<file path="src/rtl/mc_main_ctrl_if.sv">
`default_nettype none
// +----------------------------------------------------------------------------+
// | Module  : mc_main_ctrl_if                                                  |
// | Brief   : Control bundle between the multi-cycle MIPS main controller and  |
// |           the datapath/memory: opcode and memory handshake in, datapath     |
// |           select/enable signals, debug state and status out.              |
// | Rev     : 1.0  initial release                                             |
// +----------------------------------------------------------------------------+
interface mc_main_ctrl_if #(
  parameter int CNT_W = 32
);
  logic [5:0]       Op;
  logic             mem_ready;
  logic             PCWrite;
  logic             PCWriteCond;
  logic             IorD;
  logic             MemRead;
  logic             MemWrite;
  logic             IRWrite;
  logic             MemtoReg;
  logic             RegDst;
  logic             RegWrite;
  logic             ALUSrcA;
  logic [1:0]       ALUSrcB;
  logic [1:0]       ALUOP;
  logic [1:0]       PCSource;
  logic [3:0]       State;
  logic             illegal_op;
  logic [CNT_W-1:0] instr_cnt;

  // Datapath / stimulus side: supplies opcode and memory handshake
  modport master (
    output Op, mem_ready,
    input  PCWrite, PCWriteCond, IorD, MemRead, MemWrite, IRWrite,
           MemtoReg, RegDst, RegWrite, ALUSrcA, ALUSrcB, ALUOP, PCSource,
           State, illegal_op, instr_cnt
  );

  // Controller side
  modport slave (
    input  Op, mem_ready,
    output PCWrite, PCWriteCond, IorD, MemRead, MemWrite, IRWrite,
           MemtoReg, RegDst, RegWrite, ALUSrcA, ALUSrcB, ALUOP, PCSource,
           State, illegal_op, instr_cnt
  );
endinterface
`default_nettype wire

</file>
<file path="src/rtl/mc_main_ctrl.sv">
`default_nettype none
// +----------------------------------------------------------------------------+
// | Module  : mc_main_ctrl                                                     |
// | Brief   : Main control FSM of the multi-cycle MIPS datapath. Sequences     |
// |           fetch/decode/execute/memory/write-back, drives ALUOP to the ALU  |
// |           control decoder, counts retired instructions and flags illegal   |
// |           opcodes (sticky).                                                |
// | Config  : define CTRL_ADDI_EN to add the ADDI path (states AIEX/AIWB).     |
// | Rev     : 1.0  initial release                                             |
// +----------------------------------------------------------------------------+
module mc_main_ctrl #(
  parameter int         CNT_W    = 32,
  parameter logic [5:0] OP_RTYPE = 6'b000000,
  parameter logic [5:0] OP_LW    = 6'b100011,
  parameter logic [5:0] OP_SW    = 6'b101011,
  parameter logic [5:0] OP_BEQ   = 6'b000100,
  parameter logic [5:0] OP_J     = 6'b000010,
  parameter logic [5:0] OP_ADDI  = 6'b001000
) (
  input wire logic      clk,
  input wire logic      rst_n,
  mc_main_ctrl_if.slave bus
);

  typedef enum logic [3:0] {
    S_IF   = 4'd0,
    S_ID   = 4'd1,
    S_MADR = 4'd2,
    S_MRD  = 4'd3,
    S_MWB  = 4'd4,
    S_MWR  = 4'd5,
    S_EXE  = 4'd6,
    S_RWB  = 4'd7,
    S_BEQ  = 4'd8,
    S_JMP  = 4'd9,
    S_AIEX = 4'd10,
    S_AIWB = 4'd11
  } state_t;

  localparam logic [CNT_W-1:0] c_cnt_one = {{(CNT_W-1){1'b0}}, 1'b1};

  state_t           r_state;
  state_t           w_next;
  logic             r_illegal;
  logic [CNT_W-1:0] r_instr_cnt;

  logic             w_retire;
  logic             w_set_illegal;
  logic             w_pc_write;
  logic             w_pc_write_cond;
  logic             w_iord;
  logic             w_mem_read;
  logic             w_mem_write;
  logic             w_ir_write;
  logic             w_mem_to_reg;
  logic             w_reg_dst;
  logic             w_reg_write;
  logic             w_alu_src_a;
  logic [1:0]       w_alu_src_b;
  logic [1:0]       w_alu_op;
  logic [1:0]       w_pc_source;

  // State register; reset aborts any instruction and restarts at fetch
  always_ff @(posedge clk or negedge rst_n) begin
    if (!rst_n) r_state <= S_IF;
    else        r_state <= w_next;
  end

  // Next-state, retire/illegal events and control decode from the current state
  always_comb begin
    w_next          = S_IF;
    w_retire        = 1'b0;
    w_set_illegal   = 1'b0;
    w_pc_write      = 1'b0;
    w_pc_write_cond = 1'b0;
    w_iord          = 1'b0;
    w_mem_read      = 1'b0;
    w_mem_write     = 1'b0;
    w_ir_write      = 1'b0;
    w_mem_to_reg    = 1'b0;
    w_reg_dst       = 1'b0;
    w_reg_write     = 1'b0;
    w_alu_src_a     = 1'b0;
    w_alu_src_b     = 2'b00;
    w_alu_op        = 2'b00;
    w_pc_source     = 2'b00;
    case (r_state)
      S_IF: begin
        w_mem_read  = 1'b1;
        w_alu_src_b = 2'b01;
        w_alu_op    = 2'b01;
        w_ir_write  = bus.mem_ready;
        w_pc_write  = bus.mem_ready;
        w_next      = bus.mem_ready ? S_ID : S_IF;
      end
      S_ID: begin
        // Branch target is precomputed here while the opcode is decoded
        w_alu_src_b = 2'b11;
        w_alu_op    = 2'b01;
        case (bus.Op)
          OP_LW, OP_SW: w_next = S_MADR;
          OP_RTYPE:     w_next = S_EXE;
          OP_BEQ:       w_next = S_BEQ;
          OP_J:         w_next = S_JMP;
`ifdef CTRL_ADDI_EN
          OP_ADDI:      w_next = S_AIEX;
`else
          OP_ADDI: begin
            w_next        = S_IF;
            w_set_illegal = 1'b1;
          end
`endif
          default: begin
            w_next        = S_IF;
            w_set_illegal = 1'b1;
          end
        endcase
      end
      S_MADR: begin
        w_alu_src_a = 1'b1;
        w_alu_src_b = 2'b10;
        w_alu_op    = 2'b01;
        w_next      = (bus.Op == OP_LW) ? S_MRD : S_MWR;
      end
      S_MRD: begin
        w_mem_read = 1'b1;
        w_iord     = 1'b1;
        w_next     = bus.mem_ready ? S_MWB : S_MRD;
      end
      S_MWB: begin
        w_mem_to_reg = 1'b1;
        w_reg_write  = 1'b1;
        w_retire     = 1'b1;
        w_next       = S_IF;
      end
      S_MWR: begin
        w_mem_write = 1'b1;
        w_iord      = 1'b1;
        w_retire    = bus.mem_ready;
        w_next      = bus.mem_ready ? S_IF : S_MWR;
      end
      S_EXE: begin
        w_alu_src_a = 1'b1;
        w_alu_op    = 2'b00;
        w_next      = S_RWB;
      end
      S_RWB: begin
        w_reg_dst   = 1'b1;
        w_reg_write = 1'b1;
        w_retire    = 1'b1;
        w_next      = S_IF;
      end
      S_BEQ: begin
        w_alu_src_a     = 1'b1;
        w_alu_op        = 2'b10;
        w_pc_write_cond = 1'b1;
        w_pc_source     = 2'b01;
        w_retire        = 1'b1;
        w_next          = S_IF;
      end
      S_JMP: begin
        w_pc_write  = 1'b1;
        w_pc_source = 2'b10;
        w_retire    = 1'b1;
        w_next      = S_IF;
      end
`ifdef CTRL_ADDI_EN
      S_AIEX: begin
        w_alu_src_a = 1'b1;
        w_alu_src_b = 2'b10;
        w_alu_op    = 2'b01;
        w_next      = S_AIWB;
      end
      S_AIWB: begin
        w_reg_write = 1'b1;
        w_retire    = 1'b1;
        w_next      = S_IF;
      end
`endif
      // Unused encodings fall back to fetch silently
      default: w_next = S_IF;
    endcase
  end

  // Sticky illegal-opcode flag and wrapping retired-instruction counter
  always_ff @(posedge clk or negedge rst_n) begin
    if (!rst_n) begin
      r_illegal   <= 1'b0;
      r_instr_cnt <= '0;
    end else begin
      if (w_set_illegal) r_illegal   <= 1'b1;
      if (w_retire)      r_instr_cnt <= r_instr_cnt + c_cnt_one;
    end
  end

  assign bus.PCWrite     = w_pc_write;
  assign bus.PCWriteCond = w_pc_write_cond;
  assign bus.IorD        = w_iord;
  assign bus.MemRead     = w_mem_read;
  assign bus.MemWrite    = w_mem_write;
  assign bus.IRWrite     = w_ir_write;
  assign bus.MemtoReg    = w_mem_to_reg;
  assign bus.RegDst      = w_reg_dst;
  assign bus.RegWrite    = w_reg_write;
  assign bus.ALUSrcA     = w_alu_src_a;
  assign bus.ALUSrcB     = w_alu_src_b;
  assign bus.ALUOP       = w_alu_op;
  assign bus.PCSource    = w_pc_source;
  assign bus.State       = r_state;
  assign bus.illegal_op  = r_illegal;
  assign bus.instr_cnt   = r_instr_cnt;

endmodule
`default_nettype wire

</file>
<file path="src/flat_wrapper.sv">
// flat-port wrapper written by rule: the top's interface ports become plain ports
module mc_main_ctrl_flat 
#(
  parameter int         CNT_W    = 32,
  parameter logic [5:0] OP_RTYPE = 6'b000000,
  parameter logic [5:0] OP_LW    = 6'b100011,
  parameter logic [5:0] OP_SW    = 6'b101011,
  parameter logic [5:0] OP_BEQ   = 6'b000100,
  parameter logic [5:0] OP_J     = 6'b000010,
  parameter logic [5:0] OP_ADDI  = 6'b001000
)
  (clk, rst_n, bus_Op, bus_mem_ready, bus_PCWrite, bus_PCWriteCond, bus_IorD, bus_MemRead, bus_MemWrite, bus_IRWrite, bus_MemtoReg, bus_RegDst, bus_RegWrite, bus_ALUSrcA, bus_ALUSrcB, bus_ALUOP, bus_PCSource, bus_State, bus_illegal_op, bus_instr_cnt);
  mc_main_ctrl_if #(.CNT_W(CNT_W)) bus_i ();
  input wire logic clk;
  input wire logic rst_n;
  input wire logic [$bits(bus_i.Op)-1:0] bus_Op;
  input wire logic [$bits(bus_i.mem_ready)-1:0] bus_mem_ready;
  output wire logic [$bits(bus_i.PCWrite)-1:0] bus_PCWrite;
  output wire logic [$bits(bus_i.PCWriteCond)-1:0] bus_PCWriteCond;
  output wire logic [$bits(bus_i.IorD)-1:0] bus_IorD;
  output wire logic [$bits(bus_i.MemRead)-1:0] bus_MemRead;
  output wire logic [$bits(bus_i.MemWrite)-1:0] bus_MemWrite;
  output wire logic [$bits(bus_i.IRWrite)-1:0] bus_IRWrite;
  output wire logic [$bits(bus_i.MemtoReg)-1:0] bus_MemtoReg;
  output wire logic [$bits(bus_i.RegDst)-1:0] bus_RegDst;
  output wire logic [$bits(bus_i.RegWrite)-1:0] bus_RegWrite;
  output wire logic [$bits(bus_i.ALUSrcA)-1:0] bus_ALUSrcA;
  output wire logic [$bits(bus_i.ALUSrcB)-1:0] bus_ALUSrcB;
  output wire logic [$bits(bus_i.ALUOP)-1:0] bus_ALUOP;
  output wire logic [$bits(bus_i.PCSource)-1:0] bus_PCSource;
  output wire logic [$bits(bus_i.State)-1:0] bus_State;
  output wire logic [$bits(bus_i.illegal_op)-1:0] bus_illegal_op;
  output wire logic [$bits(bus_i.instr_cnt)-1:0] bus_instr_cnt;
  assign bus_i.Op = bus_Op;
  assign bus_i.mem_ready = bus_mem_ready;
  assign bus_PCWrite = bus_i.PCWrite;
  assign bus_PCWriteCond = bus_i.PCWriteCond;
  assign bus_IorD = bus_i.IorD;
  assign bus_MemRead = bus_i.MemRead;
  assign bus_MemWrite = bus_i.MemWrite;
  assign bus_IRWrite = bus_i.IRWrite;
  assign bus_MemtoReg = bus_i.MemtoReg;
  assign bus_RegDst = bus_i.RegDst;
  assign bus_RegWrite = bus_i.RegWrite;
  assign bus_ALUSrcA = bus_i.ALUSrcA;
  assign bus_ALUSrcB = bus_i.ALUSrcB;
  assign bus_ALUOP = bus_i.ALUOP;
  assign bus_PCSource = bus_i.PCSource;
  assign bus_State = bus_i.State;
  assign bus_illegal_op = bus_i.illegal_op;
  assign bus_instr_cnt = bus_i.instr_cnt;
  mc_main_ctrl #(.CNT_W(CNT_W), .OP_RTYPE(OP_RTYPE), .OP_LW(OP_LW), .OP_SW(OP_SW), .OP_BEQ(OP_BEQ), .OP_J(OP_J), .OP_ADDI(OP_ADDI)) u_core (.clk(clk), .rst_n(rst_n), .bus(bus_i));
endmodule
</file>
<file path="config.mk">
export PLATFORM = sky130hd
export DESIGN_NAME = mc_main_ctrl_flat
export DESIGN_NICKNAME = d
export VERILOG_FILES = /design/src/rtl/mc_main_ctrl_if.sv /design/src/rtl/mc_main_ctrl.sv /design/src/flat_wrapper.sv
export SDC_FILE = /design/constraint.sdc
export NUM_CORES = 1
export LEC_CHECK = 0
export CORE_MARGIN = 8
export CORE_UTILIZATION = 50
export DETAILED_ROUTE_END_ITERATION = 12
export PLACE_DENSITY_LB_ADDON = 0.3
export SLEW_MARGIN = 40
export SYNTH_ARGS = -nofsm -noshare
export SYNTH_HDL_FRONTEND = slang
export SYNTH_SLANG_ARGS = --single-unit
</file>
<file path="constraint.sdc">
create_clock -name clk -period 2.8 [get_ports clk]
set_clock_uncertainty 0.05 [all_clocks]
set_input_delay 0.7 -clock clk [delete_from_list [all_inputs] [get_ports clk]]
set_output_delay 0.7 -clock clk [all_outputs]
set_load 0.02 [all_outputs]
</file>
==> out/qor.txt <==
Clock Tree Root - clkbuf_8
Crit path to - bus_ALUSrcB[1]
Syn Nets - 207
Total routed wirelength - 4660 microns
Largest net degree at the start of global routing - 38
Minimum clock period - 2.69 ns
Hold-fix buffers, CTS - 0
Final setup viols - 0
Die area - 6170 sq um
Startpoint types - flip-flop
Origin of the critical flop-to-flop path - u_core.bus.State[2]$_DFF_PN0_
Post-synth EDFFs - 0
WL met2 - 2250 microns
Worst Path Max Fanout - 16
Commonest non-fill, non-tap cell in the layout - clkdlybuf4s50_1
Total track usage - 14.9%
Post-route clock period utilization - 96.0%
IO buf count - 61
Mean Syn Cell Area - 9.94 sq um
Vias/cell - 5.34
Slew Limit Fails - 0
DP Worst Slack - -0.122 ns
Hold Fails Final Rpt - 0
Worst-case clock buffer depth - 2
Initial Utilization - 52.7%
Critical path endpoint category - primary output
Ys flop type - dfrtp_1
Layout area overhead - 39.7%
Fin cells - 310
Unique masters post-synth - 45
Most frequent cells in the layout - clkdlybuf4s50_1 (57), dfrtp_1 (33), nor2_1 (20)
Highest Clock Rate - 372 MHz
RSZ-0062 raised after global routing - no
Clock sinks - 37
Worst path arrival time - 1.94 ns
Met3 wire len - 307 microns
MaxCap Viol Count - 0
Top Ports - 62
Worst vdd rail ir drop - 347 uV
Synth Cell Area - 1960 sq um
Crit path launch - u_core.bus.State[0]$_DFF_PN0_
Adder-Cell Fraction of Synth Area - 0.639%
Initial antenna violation count - 0
Filler instances - 290
Vias in the first global route - 1,564
WL per Instance - 15.0 microns
Post-synthesis async set-or-reset flop share - 100%
H-tree depth - 2
Max_slew headroom - 67.1%
Yosys warns - 0
Remaining DRCs - 0
First-pass GRT wire length - 7560 microns
Inserted Diodes - 0
Row count - 22
Setup slack after layout - 0.112 ns
Core ar. - 3720 sq um
Worst slew pin tran - 0.494 ns
1st-pass router iterations - 4
Post-CTS setup repair buffer count - 0
Syn Inst Count - 197
Pwr Density - 490 nW/um^2
Mux contribution to synthesized area - 1.66%
DP Area - 2610 sq um
Max layer used - met4
Wl on met1 - 2060 microns
Total placed cells including tap cells - 302
HP Class - in2async
Post-Synth XOR/XNOR Area - 14.8%
CTS buffer count - 5
Status - complete, no violations
Crit path required time - 2.05 ns
R2R setup slack - 0.86 ns
Layout cells sized above 1 - 11.1%
Gr ovfl total - 0
Largest family of logic cells by synthesized area - simple AND/OR/NAND/NOR gates
R2r worst-path depth - 5
Hpwl dp - 3470 microns
CTS tree - built
Leak - 1.20 nW
Die Span Y - 78.6 microns
Die width - 78.6 microns
Post-synthesis simple-gate area fraction - 25.1%
# nets final - 271
Critical path type - reg2out
Worst skew pair latency - 0.29 ns
Routed Antenna Nets - 0
PostCTS Resize Cnt - 4
R2R Path End - u_core.bus.instr_cnt[5]$_DFFE_PN0P_
Reg clk slew, reported paths - 0.07 ns
Design Area, Final - 2740 sq um
DRT iter0 DRCs - 153
Final GP Congestion - 0.838
Post-synthesis compound-gate area fraction - 7.28%
Sequential area share after synthesis - 47.3%
Via Count - 1,655
Synthesized flop and latch total - 37
-- logic make-up after synthesis --
family	after synthesis
AND/OR/NAND/NOR	91
flip-flops	37
XOR/XNOR	33
AO/OA/AOI/OAI	18
buffers and inverters	14
multiplexers	3
adder cells (fa/ha/maj)	1
-- synthesized netlist by cell type (all sizes together), types with 5 or more instances --
cell    count  area, sq um
dfrtp      37          926
nor2       20         75.1
xor2       17          149
nor3       16         96.4
xnor2      16          140
nand2      12         45.0
nand3      10         50.1
inv         7         26.3
buf         6         33.8
nand2b      6         45.0
nand4       5         31.3
o21ai       5         32.5
-- layer usage --
layer / up-vias / GRT usage [%]
met4: 0 / 4.26
met2: 50 / 24.1
met1: 791 / 18.5
met5: - / 0
met3: 5 / 4.78
li1: 809 / -
-- sequential cells by signal, indices dropped and copies added, names as in the netlist --
name	flops
u_core.bus.State	4
u_core.bus.illegal_op	1
u_core.bus.instr_cnt	32
-- critical path: stages (launching register included) --
cell	delay (ns)
dfrtp_2	0.51
nor2b_1	0.34
nor2_1	0.10
nor2_1	0.10
clkdlybuf4s50_1	0.61
-- cell type report --
cell class / instances / area (sq um) / share of cell area (%)
Inverter: 7 / 26.3 / 0.960
Clock inverter: 2 / 37.5 / 1.37
Sequential cell: 37 / 931 / 34.0
Clock buffer: 6 / 82.6 / 3.02
Tap cell: 48 / 60.1 / 2.19
Multi-Input combinational cell: 146 / 968 / 35.4
Timing Repair Buffer: 64 / 631 / 23.0
-- where the power goes --
part / leakage (nW) / switching [mW] / internal (mW)
Sequential: 0.488 / 0.0411 / 0.562
Combinational: 0.652 / 0.137 / 0.122
Clock: 0.0574 / 0.190 / 0.289
Total: 1.20 / 0.368 / 0.974
-- stage by stage --
| stage | total power, mW | hold slack, ns | TNS (ns) | utilization [%] |
|---|---|---|---|---|
| CTS | 1.36 | 0.352 | 0 | 73.5 |
| detailed placement | 0.877 | 0.409 | -0.152 | 70.3 |
| global route | 1.40 | 0.386 | 0 | 73.6 |
| global placement | 0.869 | 0.405 | -0.0683 | 70.2 |
| floorplan | 0.744 | 0.354 | 0 | - |
| finish | 1.34 | 0.343 | 0 | 73.6 |
-- worst min path at each step --
stage                                                  from  slack, ns                                    to
after global placement    u_core.bus.illegal_op$_DFFE_PN0P_       0.40     u_core.bus.illegal_op$_DFFE_PN0P_
after floorplan                                       rst_n       0.35         u_core.bus.State[0]$_DFF_PN0_
after global routing                                  rst_n       0.39  u_core.bus.instr_cnt[21]$_DFFE_PN0P_
final                                                 rst_n       0.34  u_core.bus.instr_cnt[23]$_DFFE_PN0P_
after CTS                                             rst_n       0.35  u_core.bus.instr_cnt[21]$_DFFE_PN0P_
after detailed placement  u_core.bus.illegal_op$_DFFE_PN0P_       0.41     u_core.bus.illegal_op$_DFFE_PN0P_
No activity file was read; power rests on OpenSTA's default activity.
